File: src/rtl/exec_stage.sv
`default_nettype none
// ============================================================================
//  Module   : exec_stage
//  Purpose  : Execute stage of the 24-bit in-order pipeline. Selects the ALU
//             operands (register reads, PC, immediate or forwarded values),
//             computes the ALU result with zero/negative flags and registers
//             it, together with the passthrough control fields, into the
//             packed EX/MEM word consumed by the memory stage.
//
//  Ports    : clk        - pipeline clock, rising-edge
//             rst        - asynchronous active-high reset (clears bufferOut)
//             en         - output register enable (1 capture, 0 hold)
//             rd1/rd2    - register operands A/B
//             rd3        - store data, passed through
//             pc         - current PC (operand A for branches)
//             imm        - sign-extended immediate (operand B when immSrc)
//             aluOut     - forwarded EX/MEM ALU result (operand A when Fa)
//             result     - forwarded writeback result (operand B when Fb)
//             aluControl - ALU operation select
//             Rc, regWrite, memToReg, memWrite, branchFlag,
//             opType, opCode - control fields passed through to EX/MEM
//             immSrc, Fa, Fb  - operand select controls
//             bufferOut  - registered EX/MEM word
//
//  Revision : 1.0 - initial release
// ============================================================================
module exec_stage #(
    parameter int N  = 24,
    parameter int BW = 64
) (
    input  logic          clk,
    input  logic          rst,
    input  logic          en,
    input  logic [N-1:0]  rd1,
    input  logic [N-1:0]  rd2,
    input  logic [N-1:0]  rd3,
    input  logic [N-1:0]  pc,
    input  logic [N-1:0]  imm,
    input  logic [N-1:0]  aluOut,
    input  logic [N-1:0]  result,
    input  logic [3:0]    aluControl,
    input  logic [3:0]    Rc,
    input  logic          immSrc,
    input  logic          branchFlag,
    input  logic          memWrite,
    input  logic          memToReg,
    input  logic          regWrite,
    input  logic          Fa,
    input  logic          Fb,
    input  logic [1:0]    opType,
    input  logic [3:0]    opCode,
    output logic [BW-1:0] bufferOut
);

    // ------------------------------------------------------------------------
    // ALU operation encodings
    // ------------------------------------------------------------------------
    localparam logic [3:0] c_ALU_SUB  = 4'd0;
    localparam logic [3:0] c_ALU_ADD  = 4'd1;
    localparam logic [3:0] c_ALU_AND  = 4'd2;
    localparam logic [3:0] c_ALU_OR   = 4'd3;
    localparam logic [3:0] c_ALU_CMP  = 4'd4;
    localparam logic [3:0] c_ALU_XOR  = 4'd5;
    localparam logic [3:0] c_ALU_SLL  = 4'd6;
    localparam logic [3:0] c_ALU_SRL  = 4'd7;
    localparam logic [3:0] c_ALU_SRA  = 4'd8;
    localparam logic [3:0] c_ALU_MUL  = 4'd9;
    localparam logic [3:0] c_ALU_PASB = 4'd10;

    // ------------------------------------------------------------------------
    // Operand selection
    // ------------------------------------------------------------------------
    logic [N-1:0] w_op_a;
    logic [N-1:0] w_op_b;
    logic [4:0]   w_shamt;

    // Branch target arithmetic takes precedence over forwarding on A, and an
    // immediate operand takes precedence over forwarding on B: forwarding only
    // ever replaces a register read.
    always_comb begin
        w_op_a = rd1;
        if (branchFlag) begin
            w_op_a = pc;
        end else if (Fa) begin
            w_op_a = aluOut;
        end
    end

    always_comb begin
        w_op_b = rd2;
        if (immSrc) begin
            w_op_b = imm;
        end else if (Fb) begin
            w_op_b = result;
        end
    end

    // Shift amount is the low five bits of B; amounts >= N shift everything out
    // (or fill with the sign for SRA).
    assign w_shamt = w_op_b[4:0];

    // ------------------------------------------------------------------------
    // ALU and flags
    // ------------------------------------------------------------------------
    logic [N-1:0] w_alu_res;
    logic         w_zero;
    logic         w_neg;

    always_comb begin
        w_alu_res = '0;
        case (aluControl)
            c_ALU_SUB:  w_alu_res = w_op_a - w_op_b;
            c_ALU_ADD:  w_alu_res = w_op_a + w_op_b;
            c_ALU_AND:  w_alu_res = w_op_a & w_op_b;
            c_ALU_OR:   w_alu_res = w_op_a | w_op_b;
            // CMP is a subtract whose only consumer is the flag pair.
            c_ALU_CMP:  w_alu_res = w_op_a - w_op_b;
            c_ALU_XOR:  w_alu_res = w_op_a ^ w_op_b;
            c_ALU_SLL:  w_alu_res = w_op_a << w_shamt;
            c_ALU_SRL:  w_alu_res = w_op_a >> w_shamt;
            c_ALU_SRA:  w_alu_res = $unsigned($signed(w_op_a) >>> w_shamt);
            // Only the low N bits of the product are kept.
            c_ALU_MUL:  w_alu_res = w_op_a * w_op_b;
            c_ALU_PASB: w_alu_res = w_op_b;
            default:    w_alu_res = '0;
        endcase
    end

    assign w_zero = (w_alu_res == '0);
    assign w_neg  = w_alu_res[N-1];

    // ------------------------------------------------------------------------
    // EX/MEM output register
    // ------------------------------------------------------------------------
    logic [BW-1:0] buffer_d;
    logic [BW-1:0] buffer_q;

    // Packed LSB first: rd3, Rc, regWrite, memToReg, memWrite, branchFlag,
    // negFlag, zeroFlag, ALU result, opCode, opType.
    always_comb begin
        buffer_d = buffer_q;
        if (en) begin
            buffer_d = {opType, opCode, w_alu_res, w_zero, w_neg,
                        branchFlag, memWrite, memToReg, regWrite, Rc, rd3};
        end
    end

    always_ff @(posedge clk or posedge rst) begin
        if (rst) begin
            buffer_q <= '0;
        end else begin
            buffer_q <= buffer_d;
        end
    end

    assign bufferOut = buffer_q;

endmodule
`default_nettype wire

File: config.mk
export PLATFORM = sky130hd
export DESIGN_NAME = exec_stage
export DESIGN_NICKNAME = d
export VERILOG_FILES = /design/src/rtl/exec_stage.sv
export SDC_FILE = /design/constraint.sdc
export NUM_CORES = 1
export LEC_CHECK = 0
export BUFFER_PORTS_ARGS = -buffer_cell sky130_fd_sc_hd__buf_2
export CAP_MARGIN = 40
export CORE_UTILIZATION = 40
export DETAILED_ROUTE_END_ITERATION = 8
export SLEW_MARGIN = 10
export SYNTH_ARGS = -nofsm -noshare
export SYNTH_HDL_FRONTEND = slang
export SYNTH_SLANG_ARGS = --single-unit
File: constraint.sdc
create_clock -name clk -period 1.49 [get_ports clk]
set_input_delay 0.0745 -clock clk [delete_from_list [all_inputs] [get_ports clk]]
set_output_delay 0.0745 -clock clk [all_outputs]
set_load 0.1 [all_outputs]
==> qor.yml <==
pwr:
  p_int_w: 0.0391
  switching_power_w: 0.0423
  power.density_nw_per_um2: 2850
  total_power_w: 0.0815
  peakVddDrop_mv: 6.14
  leakage_nw: 14.1
  clock_power_share: 0.026
  p_seq_frac: 0.028
  pwr-share-comb: 0.946
  p_sw_frac: 0.520
synthesis:
  synth_cell_types: 92
  synth_edf_count: 0
  synth_top_area_frac: 0.230
  synth.area.top_cells: "fa_1, ha_1, dfrtp_1"
  synthesis.area_um2: 18600
  yosysTopAreaCell: "fa_1"
  synth_cells: 2358
  yosysWarnings: 0
  synthesis.nets: 2920
  ys_async_sr_fraction: 1.00
  yosysSeqAreaShare: 0.0846
  syn_avg_cell_area_um2: 7.90
  synth-seq-cells: 63
  ys.flop_type: "dfrtp_1"
floorplan:
  die_y_um: 218
  initial_core_util: 0.408
  num_rows: 78
  die_area_um2: 47500
  core_um2: 45700
  num_io_pins: 256
  die_x_um: 218
outcome:
  violations: "setup timing"
  status: "finished, violations left"
setup_path:
  r2r_setup_slack_ns: 0.66
  crit_path_max_fanout: 6
  path_common_cell: "fa_1"
  max_stage_delay_ns: 0.58
  critPathKind: "in -> reg"
  arrival_ns: 7.18
  critical_path.slowest_cell: "fa_1"
  end_kind: "register"
  start_kind: "input port"
  cp.required_ns: 1.70
finish:
  layout.cells.non_filler: 3875
  nets: 3829
  largest_reg_flops: 63
  final_layout_size_suffix_gt1_frac: 0.416
  fin_util: 0.627
  layout_common_cells: "buf_4, inv_1, nor2_1"
  final_common_cell: "buf_4"
  syn_to_final_growth_pct: 53.6
placed_design:
  dp_cells: 3732
  dp_hpwl_um: 82700
  place_ws_ns: -6.19
  gp_congestion: 1.10
  portBuffers: 255
worst_hold_path:
  hp-class: "in -> reg"
sta:
  tightest_slew_ns: 0.840
  setup_viol: 25
  final.period_utilization: 4.68
  fmax_mhz: 143
  period_needed_ns: 6.97
  fin_skew_ns: 0
  hold_violations: 0
  setup_ws_ns: -5.48
  whs_ns: 0.227
  slew_viol_final: 0
  rsz0062_at_grt: "true"
  slew_headroom: 0.431
cts:
  cts_buffers: 9
  clkSlewWorstSetupHoldPaths_ns: 0.06
  clockRootBuffer: "clkbuf_16"
  cts_max_level: 3
  cts_tree: "yes"
  cts_max_path_buffers: 2
  clock-sinks: 63
  clock_latency_ns: 0.32
global_route:
  grt_util_all_layers: 0.426
  grt_max_degree: 74
  grt_pass1_wl_um: 147000
  grt_pass1_vias: 22308
  antenna_found_initial: 1
  overflow: 0
routing:
  first_pass_iters: 6
  ant_nets: 0
  drc: 0
  via_per_inst: 5.76
  wire_per_inst_um: 26.5
  drt_iter0_drc: 2466
  totalWireLength_um: 103000
  num_vias: 22324
flow_run:
  drv_cap: 0
## cells by family after synthesis
logic type	Yosys count	synth area share
simple gates	717	0.165
buf+inv	499	0.110
compound gates	457	0.170
fa+ha+maj	370	0.335
mux	156	0.0901
xor+xnor	96	0.0451
flops	63	0.0846
## cell usage after synthesis, drive strengths merged (4+ instances only)
cell type  count
inv          340
nor2         307
nand2        247
fa           214
ha           156
mux2i         99
a21oi         86
buf           84
xnor2         82
o21ai         74
clkbuf        68
dfrtp         63
mux2          55
o21a          49
nor3          42
nand3         36
a211oi        30
o22ai         27
a22oi         23
o211ai        23
a221oi        18
a31oi         18
a21o          15
o221ai        15
xor2          14
nand2b        11
nor2b         11
nor4          11
o31ai          9
a32oi          8
nand4          8
clkinv         7
or3            7
a211o          6
and3           6
nor3b          6
a2111oi        5
a2bb2oi        5
nand3b         5
o2111ai        5
a21boi         4
a221o          4
nor4b          4
o2bb2ai        4
## timing repair
| action | 4_1_cts | 5_1_grt |
|---|---|---|
| setup endpoints to repair | 25 | 25 |
| setup buffers | 45 | 46 |
| cloned | 2 | 0 |
| pin swaps | 72 | 97 |
| gates resized for setup | 190 | 166 |
| hold buffers | 38 | 0 |
| endpoints found under the hold margin | 100 | 0 |
## through the flow
stage	setup TNS (ns)	instance area (µm²)
after detailed placement	-121.62	25700
after global placement	-120.82	25700
after floorplan	-96.80	19300
final	-108.25	28600
after global routing	-110.91	28600
after CTS	-107.11	27500
## critical path: cells and delay by family
family / cells / cell delay, ns
multiplexers: 1 / 0.19
XOR/XNOR: 1 / 0.21
AND/OR/NAND/NOR: 9 / 1.59
adder cells (fa/ha/maj): 8 / 3.47
buffers and inverters: 10 / 0.91
AO/OA/AOI/OAI: 4 / 0.74
## worst paths after layout
| kind | end | cells after the start | from |
|---|---|---|---|
| max in group asynchronous | bufferOut[34]$_DFFE_PP0P_ | 4 | rst |
| worst max-delay path | bufferOut[33]$_DFFE_PP0P_ | 33 | Fb |
| worst min-delay path | bufferOut[41]$_DFFE_PP0P_ | 3 | en |
| min in group asynchronous | bufferOut[12]$_DFFE_PP0P_ | 4 | rst |
| worst max register to register | bufferOut[9]$_DFFE_PP0P_ | 1 | bufferOut[9]$_DFFE_PP0P_ |
| worst min register to register | bufferOut[41]$_DFFE_PP0P_ | 1 | bufferOut[41]$_DFFE_PP0P_ |
## routing by layer
| metal | share of wire | up-vias | wire length (µm) | global-route usage |
|---|---|---|---|---|
| met5 | 0 | - | 0 | 0 |
| met4 | 0.053 | 0 | 5430 | 0.197 |
| met3 | 0.11 | 257 | 11300 | 0.107 |
| met2 | 0.44 | 1340 | 45500 | 0.657 |
| met1 | 0.39 | 11050 | 40400 | 0.558 |
| li1 | - | 9677 | - | - |
## power groups by stage
stage,logic (W),registers [W],clock network (W)
5_1_grt,0.0807,0.00230,0.00225
6_report,0.0770,0.00227,0.00215
3_3_place_gp,0.0567,0.00223,0
2_1_floorplan,0.0350,0.00480,0
4_1_cts,0.0696,0.00225,0.00218
3_5_place_dp,0.0579,0.00225,0
## cell type report
| type | instances | area (µm²) |
|---|---|---|
| Fill cell | 3977 | 17100 |
| Timing Repair Buffer | 1050 | 8180 |
| Sequential cell | 63 | 1580 |
| Multi-Input combinational cell | 1796 | 16400 |
| Inverter | 347 | 1360 |
| Antenna cell | 3 | 7.51 |
| Clock buffer | 12 | 256 |
| Clock inverter | 4 | 53.8 |
| Tap cell | 600 | 751 |
Note: power is estimated with default switching activity, not from simulation.
